<file path="config.mk">
export PLATFORM = sky130hd
export DESIGN_NAME = conv_relu_top
export DESIGN_NICKNAME = d
export VERILOG_FILES = /design/src/rtl/conv_relu_pkg.sv /design/src/rtl/conv_window_3x3.sv /design/src/rtl/conv_relu_top.sv
export SDC_FILE = /design/constraint.sdc
export NUM_CORES = 1
export LEC_CHECK = 0
export CAP_MARGIN = 20
export CORE_MARGIN = 5
export CORE_UTILIZATION = 57
export DETAILED_ROUTE_END_ITERATION = 6
export GPL_ROUTABILITY_DRIVEN = 0
export PLACE_DENSITY = 0.88
export SYNTH_ARGS = -nofsm -noshare
export SYNTH_HDL_FRONTEND = slang
export SYNTH_SLANG_ARGS = --single-unit
</file>
<file path="constraint.sdc">
create_clock -name clk -period 3.7 [get_ports clk]
set_input_delay 0.74 -clock clk [delete_from_list [all_inputs] [get_ports clk]]
set_output_delay 0.74 -clock clk [all_outputs]
set_load 0.02 [all_outputs]
</file>
<file path="src/rtl/conv_relu_pkg.sv">
// Shared geometry, kernel coefficients and FSM encoding for the 3x3 conv + ReLU engine.
package conv_relu_pkg;

    localparam int unsigned IMG_W    = 32;
    localparam int unsigned IMG_H    = 32;
    localparam int unsigned PIX_W    = 8;
    localparam int unsigned OUT_W    = 22;
    localparam int unsigned OUT_COLS = IMG_W - 2;
    localparam int unsigned OUT_ROWS = IMG_H - 2;
    localparam int unsigned RESULTS  = OUT_COLS * OUT_ROWS;

    localparam int unsigned COL_W = $clog2(IMG_W);
    localparam int unsigned ROW_W = $clog2(IMG_H);
    localparam int unsigned CNT_W = $clog2(RESULTS + 1);

    // Sum range is -1020..+1020, so 12 signed bits suffice.
    localparam int unsigned SUM_W = 12;

    typedef logic signed [2:0] coef_t;

    // Horizontal-gradient Sobel, row-major, column 0 is the leftmost pixel.
    localparam coef_t KERNEL [3][3] = '{
        '{ 3'sd1, 3'sd0, -3'sd1},
        '{ 3'sd2, 3'sd0, -3'sd2},
        '{ 3'sd1, 3'sd0, -3'sd1}
    };

    typedef enum logic [1:0] {
        StIdle,
        StRun,
        StDone
    } state_e;

    // win[row][col]; row 0 is the oldest image row, col 0 the oldest column.
    typedef logic [2:0][2:0][PIX_W-1:0] window_t;

    function automatic logic signed [SUM_W-1:0] conv_sum(input window_t w);
        logic signed [SUM_W-1:0] acc;
        acc = '0;
        for (int i = 0; i < 3; i++) begin
            for (int j = 0; j < 3; j++) begin
                acc = acc + $signed({{(SUM_W - PIX_W){1'b0}}, w[i][j]})
                          * SUM_W'(KERNEL[i][j]);
            end
        end
        return acc;
    endfunction

endpackage

</file>
<file path="src/rtl/conv_window_3x3.sv">
// Line buffers and 3x3 sliding window; flags the cycle a complete in-frame window is present.
module conv_window_3x3
    import conv_relu_pkg::*;
(
    input  logic             clk,
    input  logic             rst,
    input  logic             clear,
    input  logic             accept,
    input  logic [PIX_W-1:0] pixel,
    output window_t          win,
    output logic             win_valid
);

    logic [PIX_W-1:0] lb1_q [IMG_W];  // row r-1
    logic [PIX_W-1:0] lb2_q [IMG_W];  // row r-2
    window_t          win_q;
    logic             win_valid_q;
    logic [COL_W-1:0] col_q;
    logic [ROW_W-1:0] row_q;
    logic             full_q;

    always_ff @(posedge clk) begin
        if (rst) begin
            for (int i = 0; i < int'(IMG_W); i++) begin
                lb1_q[i] <= '0;
                lb2_q[i] <= '0;
            end
            win_q       <= '0;
            win_valid_q <= 1'b0;
            col_q       <= '0;
            row_q       <= '0;
            full_q      <= 1'b0;
        end else if (clear) begin
            win_q       <= '0;
            win_valid_q <= 1'b0;
            col_q       <= '0;
            row_q       <= '0;
            full_q      <= 1'b0;
        end else begin
            win_valid_q <= 1'b0;
            // full_q drops anything past the last pixel of the frame.
            if (accept && !full_q) begin
                lb2_q[col_q] <= lb1_q[col_q];
                lb1_q[col_q] <= pixel;
                for (int i = 0; i < 3; i++) begin
                    win_q[i][0] <= win_q[i][1];
                    win_q[i][1] <= win_q[i][2];
                end
                win_q[0][2] <= lb2_q[col_q];
                win_q[1][2] <= lb1_q[col_q];
                win_q[2][2] <= pixel;
                // Rows 0/1 and wrap-straddling columns 0/1 never form a valid window.
                win_valid_q <= (row_q >= ROW_W'(2)) && (col_q >= COL_W'(2));
                if (col_q == COL_W'(IMG_W - 1)) begin
                    col_q <= '0;
                    if (row_q == ROW_W'(IMG_H - 1)) begin
                        full_q <= 1'b1;
                    end else begin
                        row_q <= row_q + 1'b1;
                    end
                end else begin
                    col_q <= col_q + 1'b1;
                end
            end
        end
    end

    assign win       = win_q;
    assign win_valid = win_valid_q;

endmodule

</file>
<file path="src/rtl/conv_relu_top.sv">
// Streaming 3x3 Sobel-X convolution with ReLU over one frame per start pulse.
module conv_relu_top
    import conv_relu_pkg::*;
(
    input  logic                    clk,
    input  logic                    rst,
    input  logic                    start_signal,
    input  logic                    pixel_valid,
    input  logic [PIX_W-1:0]        pixel_in,
    output logic signed [OUT_W-1:0] result_out,
    output logic                    result_valid,
    output logic                    done_signal
);

    state_e                  state_q;
    window_t                 win;
    logic                    win_valid;
    logic                    accept;
    logic                    win_clear;
    logic                    keep;
    logic signed [SUM_W-1:0] sum_q;
    logic                    sum_valid_q;
    logic signed [OUT_W-1:0] result_q;
    logic                    result_valid_q;
    logic                    done_q;
    logic [CNT_W-1:0]        res_cnt_q;

    // A start in IDLE or RUN begins a fresh frame; the pixel on that edge is dropped.
    assign win_clear = start_signal && (state_q != StDone);
    assign accept    = (state_q == StRun) && pixel_valid && !start_signal;
    // In-flight work survives only while the current frame is still running.
    assign keep      = (state_q == StRun) && !start_signal;

    conv_window_3x3 u_window (
        .clk       (clk),
        .rst       (rst),
        .clear     (win_clear),
        .accept    (accept),
        .pixel     (pixel_in),
        .win       (win),
        .win_valid (win_valid)
    );

    always_ff @(posedge clk) begin
        if (rst) begin
            state_q        <= StIdle;
            sum_q          <= '0;
            sum_valid_q    <= 1'b0;
            result_q       <= '0;
            result_valid_q <= 1'b0;
            done_q         <= 1'b0;
            res_cnt_q      <= '0;
        end else begin
            done_q         <= 1'b0;
            result_valid_q <= 1'b0;

            sum_q       <= conv_sum(win);
            sum_valid_q <= win_valid && keep;

            if (sum_valid_q && keep) begin
                result_valid_q <= 1'b1;
                result_q       <= sum_q[SUM_W-1] ? '0 : OUT_W'(sum_q);
                res_cnt_q      <= res_cnt_q + 1'b1;
                if (res_cnt_q == CNT_W'(RESULTS - 1)) begin
                    state_q <= StDone;
                end
            end

            unique case (state_q)
                StIdle: begin
                    if (start_signal) begin
                        state_q   <= StRun;
                        res_cnt_q <= '0;
                    end
                end
                StRun: begin
                    if (start_signal) begin
                        res_cnt_q <= '0;
                    end
                end
                StDone: begin
                    done_q  <= 1'b1;
                    state_q <= StIdle;
                end
                default: state_q <= StIdle;
            endcase
        end
    end

    assign result_out   = result_q;
    assign result_valid = result_valid_q;
    assign done_signal  = done_q;

endmodule

</file>
After elaboration in Yosys (flattened, before gate mapping)

Memories as Yosys holds them, arrays and structs flattened. A register that Yosys moved wholly into a read port is not among the register bits.
Cells that the tools add are included.

Register bits after elaboration: 125
RAM bits: 512
Input port bits: 12
Output and inout bits: 24
Memories: 2

Memories:

| name           | words | bits a word | read ports | clocked after memory_dff | wr ports | line                  | text |
|---|---|---|---|---|---|---|---|
| u_window.lb1_q | 32    | 8           | 1          | 1                        | 32       | conv_window_3x3.sv:14 | `logic [PIX_W-1:0] lb1_q [IMG_W];` |
| u_window.lb2_q | 32    | 8           | 1          | 1                        | 32       | conv_window_3x3.sv:15 | `logic [PIX_W-1:0] lb2_q [IMG_W];` |

Mux-type cells: 25
Add/subtract/negate cells: 11
Equal/unequal tests: 6
Bitwise logic cells: 2
$lt $le $gt $ge: 2
Reductions and logical operators: 18

Operator list:

| operator              | number |
|---|---|
| $mux 10               | 3 |
| $mux 5                | 5 |
| $add 12x12->12        | 2 |
| $neg 8->12            | 2 |
| $mux 8                | 2 |
| $reduce_or 8->1       | 2 |
| $add 12x10->12        | 1 |
| $add 12x9->12         | 1 |
| $add 9x12->12         | 1 |
| $mux 11               | 1 |
| $neg 8->11            | 1 |
| $add 10x1->10 const B | 1 |
| $add 5x1->5 const B   | 2 |
| $eq 10x10->1 const B  | 1 |
| $eq 5x5->1 const B    | 2 |
| $ge 5x2->1 const B    | 2 |
| $mux 1                | 10 |
| $logic_and 1x1->1     | 8 |
| $mux 2                | 3 |
| $reduce_and 3->1      | 2 |
| $pmux 2 s2            | 1 |
| $reduce_or 2->1       | 2 |
| $reduce_or 3->1       | 1 |
| $eq 2x1->1 const B    | 1 |
| other kinds (5)       | 7 |

Longest topological paths before layout

Gate-level depths: netlist of the first run.

Depth after elaboration: 10
Mapped depth: 18
Depth with buffers taken out: 18

Cells and area by module

From an unflattened synthesis of the first run, not the netlist that was laid out.

Cell total of the unflattened synthesis: 2336
Area, all modules: 29137.9 um^2

By module, submodules not included:

| module          | area each (um^2) | cells each | instances |
|---|---|---|---|
| conv_window_3x3 | 26310.2          | 2023       | 1 |
| conv_relu_top   | 2827.7           | 313        | 1 |

Worst setup path after synthesis of the first run

OpenSTA, ideal clock, no wires.

Kind: register to register
From: reg u_window.win[40] (netlist name)
To: reg sum_q[9]
Arrival time: 3.591 ns
Setup time: 0.078 ns
Buffers on the path: 0
Stages on the path, launching flop included: 15
Required time: 3.622 ns
Clock period less this slack: 3.669 ns
Path slack: 0.031 ns
Cells stage by stage: dfxtp_1 inv_1 ha_1 xor2_1 fa_1 inv_1 fa_1 fa_1 ha_1 nor2b_1 o31a_1 o21ai_0 a21oi_1 o21a_1 nor3_1

Word-level cells in the longest chain between the ends: 4

Ends and longest elaborated chain:

| element              | line                | text |
|---|---|---|
| $neg 8->11           | conv_relu_pkg.sv:42 | `acc = acc + $signed({{(SUM_W - PIX_W){1'b0}}, w[i][j]})` |
| $add 12x12->12       | conv_relu_pkg.sv:42 |  |
| $add 12x9->12        | conv_relu_pkg.sv:42 |  |
| $add 12x12->12       | conv_relu_pkg.sv:42 |  |
| end signal, assigned | conv_relu_top.sv:57 | `sum_q <= conv_sum(win);` |
| end, declared        | conv_relu_top.sv:21 | `logic signed [SUM_W-1:0] sum_q;` |

No other way between the ends.
A chain may end at the register's enable or synchronous reset.

Final worst setup path of the first run

From: reg u_window.win[42] (netlist name)
To: reg sum_q[9]

Word-level cells in the longest chain between the ends: 4

Ends and longest elaborated chain:

| element        | line |
|---|---|
| $neg 8->11     | conv_relu_pkg.sv:42 |
| $add 12x12->12 | conv_relu_pkg.sv:42 |
| $add 12x9->12  | conv_relu_pkg.sv:42 |
| $add 12x12->12 | conv_relu_pkg.sv:42 |

No other way between the ends.

==> flow_summary.ini, run 1 <==
[clock_network]
worstSkewPairLatency_ps = 640
ctsHoldBuffers = 0
cts_tree = done
cts_buffer_depth = 3
cts-buffers-inserted = 59
clock_sinks = 639
clk_pin_slew_ps = 60
cts-root-buf = clkbuf_16
cts.htree.levels = 2

[routing]
drt_iter0_markers = 2889
drc = 0
routedWlPerCell_um = 24.99
antenna_left = 0
first_pass_iters = 6
wl_um = 76930
viasPerCell = 6.511
vias = 20040

[worst_setup_path]
cp_slowest_cell = fa_1
cp_data_required_time_ps = 4190
critPathBufInv = 2
critPathMaxStageDelay_ps = 490
crit_type = flip-flop to flip-flop
r2r-end = sum_q[9]
endpoint_kind = flip-flop
cp-start-kind = flip-flop
critical_path.startpoint = u_window.win[42]
r2r.worst_path.cells = 16
crit_fanout = 5
arrival_ps = 4240
crit_chain = buf_4 > nor2_2 > nand2_1 > nand2_1 > nand2_1 > fa_1 > inv_1 > fa_1 > fa_1 > ha_4 > o21a_1 > o31a_1 > o21ai_2 > a21oi_2 > o21a_1 > nor3_2
r2r-start = u_window.win[42]
cpLargestDelayFamily = adder cells
rrSetupSlack_ps = -50
path_depth = 16

[layout]
final_util_pct = 65.37
drive_gt1_share_pct = 16.04
n_antenna_cell = 0
area_growth_pct = 13.39
num-nets-final = 2424
fin_area_um2 = 32800
final_cell_mix = edfxtp_1, nor2_1, and3_1
final_common_cell = edfxtp_1

[global_route]
track_usage_pct = 26.89
antenna_found_initial = 0
grt_max_degree = 56
grt_overflow = 0
grt_pass1_vias = 20080
grt_pass1_wl_um = 117500

[yosys]
synth_compound_area_share_pct = 5.710
ys_warn_count = 0
synth_top_family_by_area = simple AND/OR/NAND/NOR gates
synthAdderAreaFrac_pct = 3.227
ys_ff_latch = 639
synth_edf_count = 512
avgSynthCellArea_um2 = 12.55
synthXorXnorAreaFrac_pct = 0.6661
synthSimpleGateAreaFrac_pct = 14.26
synth_area_um2 = 28930
ys_seq_area_share_pct = 61.94
synthFlopType = edfxtp_1
synth_cell_types = 55
synthMuxAreaShare_pct = 9.932
async_reset_ff_share_pct = 0
synth_cells = 2304

[floorplan]
core-area_um2 = 50170
num_rows = 82
die_x_um = 235.3
io-pin-count = 36
start_util_pct = 57.65
die_area_um2 = 55350
die_h_um = 235.3

[worst_hold_path]
hp-class = flip-flop to flip-flop
holdPathStages = 1
worstHoldStart = sum_q[3]
worstHoldEndpoint = result_out[3]

[place]
hpwl_um = 47290
post_dp_cell_area_um2 = 30520
place.port_buffers = 24

[sta]
setup_violations = 3
fin_crit_ps = 3746
finalHoldViolCount = 0
whs_ps = 446.0
slew_headroom_pct = 33.90
fin_ws_ps = -46.12
fin_crit_sh_pct = 101.2
rsz0062_at_grt = true
worst_pin_slew_ps = 991.6
skew_ps = 26.11
slew_viol_final = 0
tns_ps = -107.2
fmax_ghz = 0.2669

[run_status]
outcome = finished, violations left
violations = setup timing

[flow_run]
maxCapViolCount = 0

[power_and_ir_drop]
p_leak_uw = 0.01230
vdd.ir_drop.worst_v = 0.0004665
fin_total_pwr_uw = 15730
power_density_nw_per_um2 = 479.6
-- metal layers --
layer | GRT usage [%] | up-vias | wire length, um
met5 | 0 | - | 0
met4 | 13.35 | 0 | 4567
met3 | 5.424 | 299 | 8380
met2 | 44.87 | 1542 | 37720
met1 | 33.83 | 9770 | 26260
li1 | - | 8429 | -
-- final cells by class --
type                    instances  area, um^2
clock inverters                35       449.2
inverters                      64       240.2
repair buffers                190        1657
multi-input cells            1402       10020
fillers                      3133       17370
well taps                     672       840.8
clock buffers                  76        1665
flip-flops and latches        639       17930
-- synthesized netlist by cell type, drive strengths merged (20+ instances only) --
library cell | count | share of area (%)
a21oi | 107 | 1.9
a22oi | 59 | 1.5
and3 | 260 | 5.6
buf | 95 | 1.9
clkbuf | 114 | 1.5
dfxtp | 127 | 8.8
edfxtp | 512 | 53
fa | 31 | 2.1
ha | 25 | 1.1
inv | 64 | 0.83
mux2i | 143 | 4.9
mux4 | 64 | 5.0
nand2 | 173 | 2.2
nand2b | 38 | 0.85
nor2 | 309 | 4.0
nor3 | 20 | 0.35
o21ai | 31 | 0.59
-- state kept, by name (all words and copies together) (netlist names), named ones only --
register,flops
u_window.lb2_q,256
u_window.win_valid,1
sum_q,12
result_valid,1
u_window.win,72
res_cnt_q,10
u_window.full_q,1
u_window.row_q,5
state_q,2
u_window.col_q,5
u_window.lb1_q,256
sum_valid_q,1
result_out,11
done_signal,1
-- worst max path at each step --
stage	to	slack, ps
CTS	sum_q[11]	20
floorplan	sum_q[9]	30
detailed placement	sum_q[9]	-120
global route	sum_q[9]	-190
finish	sum_q[9]	-50
global placement	sum_q[11]	20
-- kinds of logic after synthesis --
kind of cell / Yosys count
buffers and inverters: 273
xor gates and xnor gates: 22
adders and majority gates: 56
DFF: 639
and+or+nand+nor: 848
other: 1
AOI/OAI and AO/OA: 258
muxes: 207
-- repair_timing --
action / in CTS / in global routing
pin swaps: 2 / 18
setup buffers: 1 / 2
gates resized for setup: 11 / 21
setup endpoints to repair: 4 / 6
-- where the power goes --
group | internal, uW | switching [uW] | total (uW)
Combinational | 379 | 654 | 1030
Sequential | 8000 | 106 | 8110
Clock | 3880 | 2710 | 6590
-- through the flow --
step,setup WS [ps],std cells
after global routing,-189.2,3078
after detailed placement,-122.1,2964
after floorplan,30.65,2314
after CTS,18.97,3076
final,-46.12,3078
after global placement,24.16,2964
Note: power is estimated with default switching activity, not from simulation.
==> run 2: changes to the inputs <==
==> constraint.sdc (replaced) <==
create_clock -name clk -period 3.7 [get_ports clk]
set_input_delay 0.555 -clock clk [delete_from_list [all_inputs] [get_ports clk]]
set_output_delay 0.555 -clock clk [all_outputs]
set_load 0.02 [all_outputs]
==> flow_summary.ini, run 2 (same netlist as run 1, synthesis figures left out) <==
[worst_setup_path]
critPathMaxStageDelay_ps = 590
cp_data_required_time_ps = 4180
cp_slowest_cell = fa_1
r2r-end = sum_q[7]
crit_fanout = 4
cp-start-kind = flip-flop
r2r.worst_path.cells = 14
r2r-start = u_window.win[40]
crit_chain = buf_6 > nor3_4 > xor2_2 > fa_1 > inv_1 > fa_1 > fa_1 > ha_4 > o21a_1 > o31a_1 > o21ai_2 > nand2_1 > xnor2_1 > nor2_1
cp_common_cell = fa_1
rrSetupSlack_ps = -210
crit_type = flip-flop to flip-flop
arrival_ps = 4390
endpoint_kind = flip-flop

[power_and_ir_drop]
power_density_nw_per_um2 = 466.7
p_leak_uw = 0.01212
vdd.ir_drop.worst_v = 0.0003684

[floorplan]
core-area_um2 = 50170
start_util_pct = 57.65
io-pin-count = 36
die_area_um2 = 55350
num_rows = 82
die_h_um = 235.3
die_x_um = 235.3

[layout]
fin_cells = 3051
area_growth_pct = 12.18
final_cell_mix = edfxtp_1, nor2_1, and3_1
n_antenna_cell = 0
num-nets-final = 2402
final_common_cell = edfxtp_1
drive_gt1_share_pct = 15.22

[sta]
slew_headroom_pct = 32.58
fin_ws_ps = -210.9
worst_pin_slew_ps = 1011
fin_crit_ps = 3911
rsz0062_at_grt = true
whs_ps = 319.3
fin_crit_sh_pct = 105.7
skew_ps = 35.23
slew_viol_final = 0
setup_violations = 3
fmax_ghz = 0.2557
finalHoldViolCount = 0

[clock_network]
cts_tree = done
cts-buffers-inserted = 59
ctsHoldBuffers = 0
clock_sinks = 639
cts.htree.levels = 2
cts-root-buf = clkbuf_16
cts_buffer_depth = 3
worstSkewPairLatency_ps = 630
clk_pin_slew_ps = 70

[global_route]
track_usage_pct = 26.41
grt_pass1_wl_um = 115400
grt_pass1_vias = 19780
grt_max_degree = 65
grt_overflow = 0
antenna_found_initial = 0

[flow_run]
maxCapViolCount = 0

[routing]
viasPerCell = 6.539
drc = 0
first_pass_iters = 7
wl_um = 76610
antenna_left = 0
drt_iter0_markers = 3127
vias = 19950
routedWlPerCell_um = 25.11

[run_status]
violations = setup timing
outcome = finished, violations left

[worst_hold_path]
hp-class = input port to flip-flop
worstHoldStart = rst
worstHoldEndpoint = u_window.win_valid
holdPathStages = 4

[place]
place.port_buffers = 24
dp.cells = 2941
hpwl_um = 46470
## run 2: changes by cell type in the layout (fill, tap and decap cells not counted), moves of 2 or more
cell	change
buf_4	-22
clkinv_4	-3
clkbuf_8	+6
xor2_1	-3
clkbuf_16	-3
xor2_2	+3
buf_12	-4
buf_6	+2
bufinv_16	-7
## run 2: critical path: cells and delay by family (launching register included)
| family | cells | cell delay [ps] |
|---|---|---|
| simple gates | 3 | 390 |
| flops | 1 | 340 |
| xor+xnor | 2 | 440 |
| buf+inv | 2 | 240 |
| compound gates | 3 | 590 |
| fa+ha+maj | 4 | 1770 |
## run 2: worst max-delay path by stage
stage,from,endpoint,slack [ps],depth (start not counted)
final,u_window.win[40],sum_q[7],-210,14
after global routing,u_window.win[40],sum_q[9],-290,14
after CTS,u_window.win[42],sum_q[9],-20,14
after detailed placement,u_window.win[40],sum_q[9],-160,14
after global placement,u_window.win[40],sum_q[11],30,16
after floorplan,u_window.win[40],sum_q[9],30,14
## run 2: area by class of cell
class / count / area, um^2
multi-input cells: 1402 / 10070
repair buffers: 168 / 1476
flip-flops and latches: 639 / 17930
fillers: 3187 / 17720
inverters: 64 / 240.2
clock buffers: 79 / 1674
clock inverters: 27 / 222.7
well taps: 672 / 840.8
## run 2: what timing repair did
action,CTS,global route
buffers inserted,0,4
gates resized for setup,13,26
endpoints found under the setup margin,6,6
pin swaps,3,26
## run 2: metal layers
layer  vias to the layer above  GRT usage, %  wire, um
li1                       8379             -         -
met1                      9672         33.81     25910
met2                      1594         44.00     36990
met3                       307         5.448      9427
met4                         0         11.81      4290
met5                         -             0         0
## run 2: per-stage QoR
stage,total power (uW),TNS [ps],setup WS [ps],util (%),cell area [um^2]
2_1_floorplan,8786,0,30.65,-,28960
3_3_place_gp,9094,0,34.42,60.36,30290
3_5_place_dp,9161,-372.5,-159.7,60.45,30330
4_1_cts,15060,-17.10,-17.10,64.34,32280
5_1_grt,15500,-989.9,-286.7,64.68,32450
6_report,15150,-568.2,-210.9,64.68,32450
## run 2: report_power, final
group          total, uW  switching [uW]  internal, uW  leakage (uW)
combinational       1030             652           376       0.00503
sequential          8100             105          8000       0.00615
clock               6010            2640          3370      0.000937
total              15100            3400         11700        0.0121
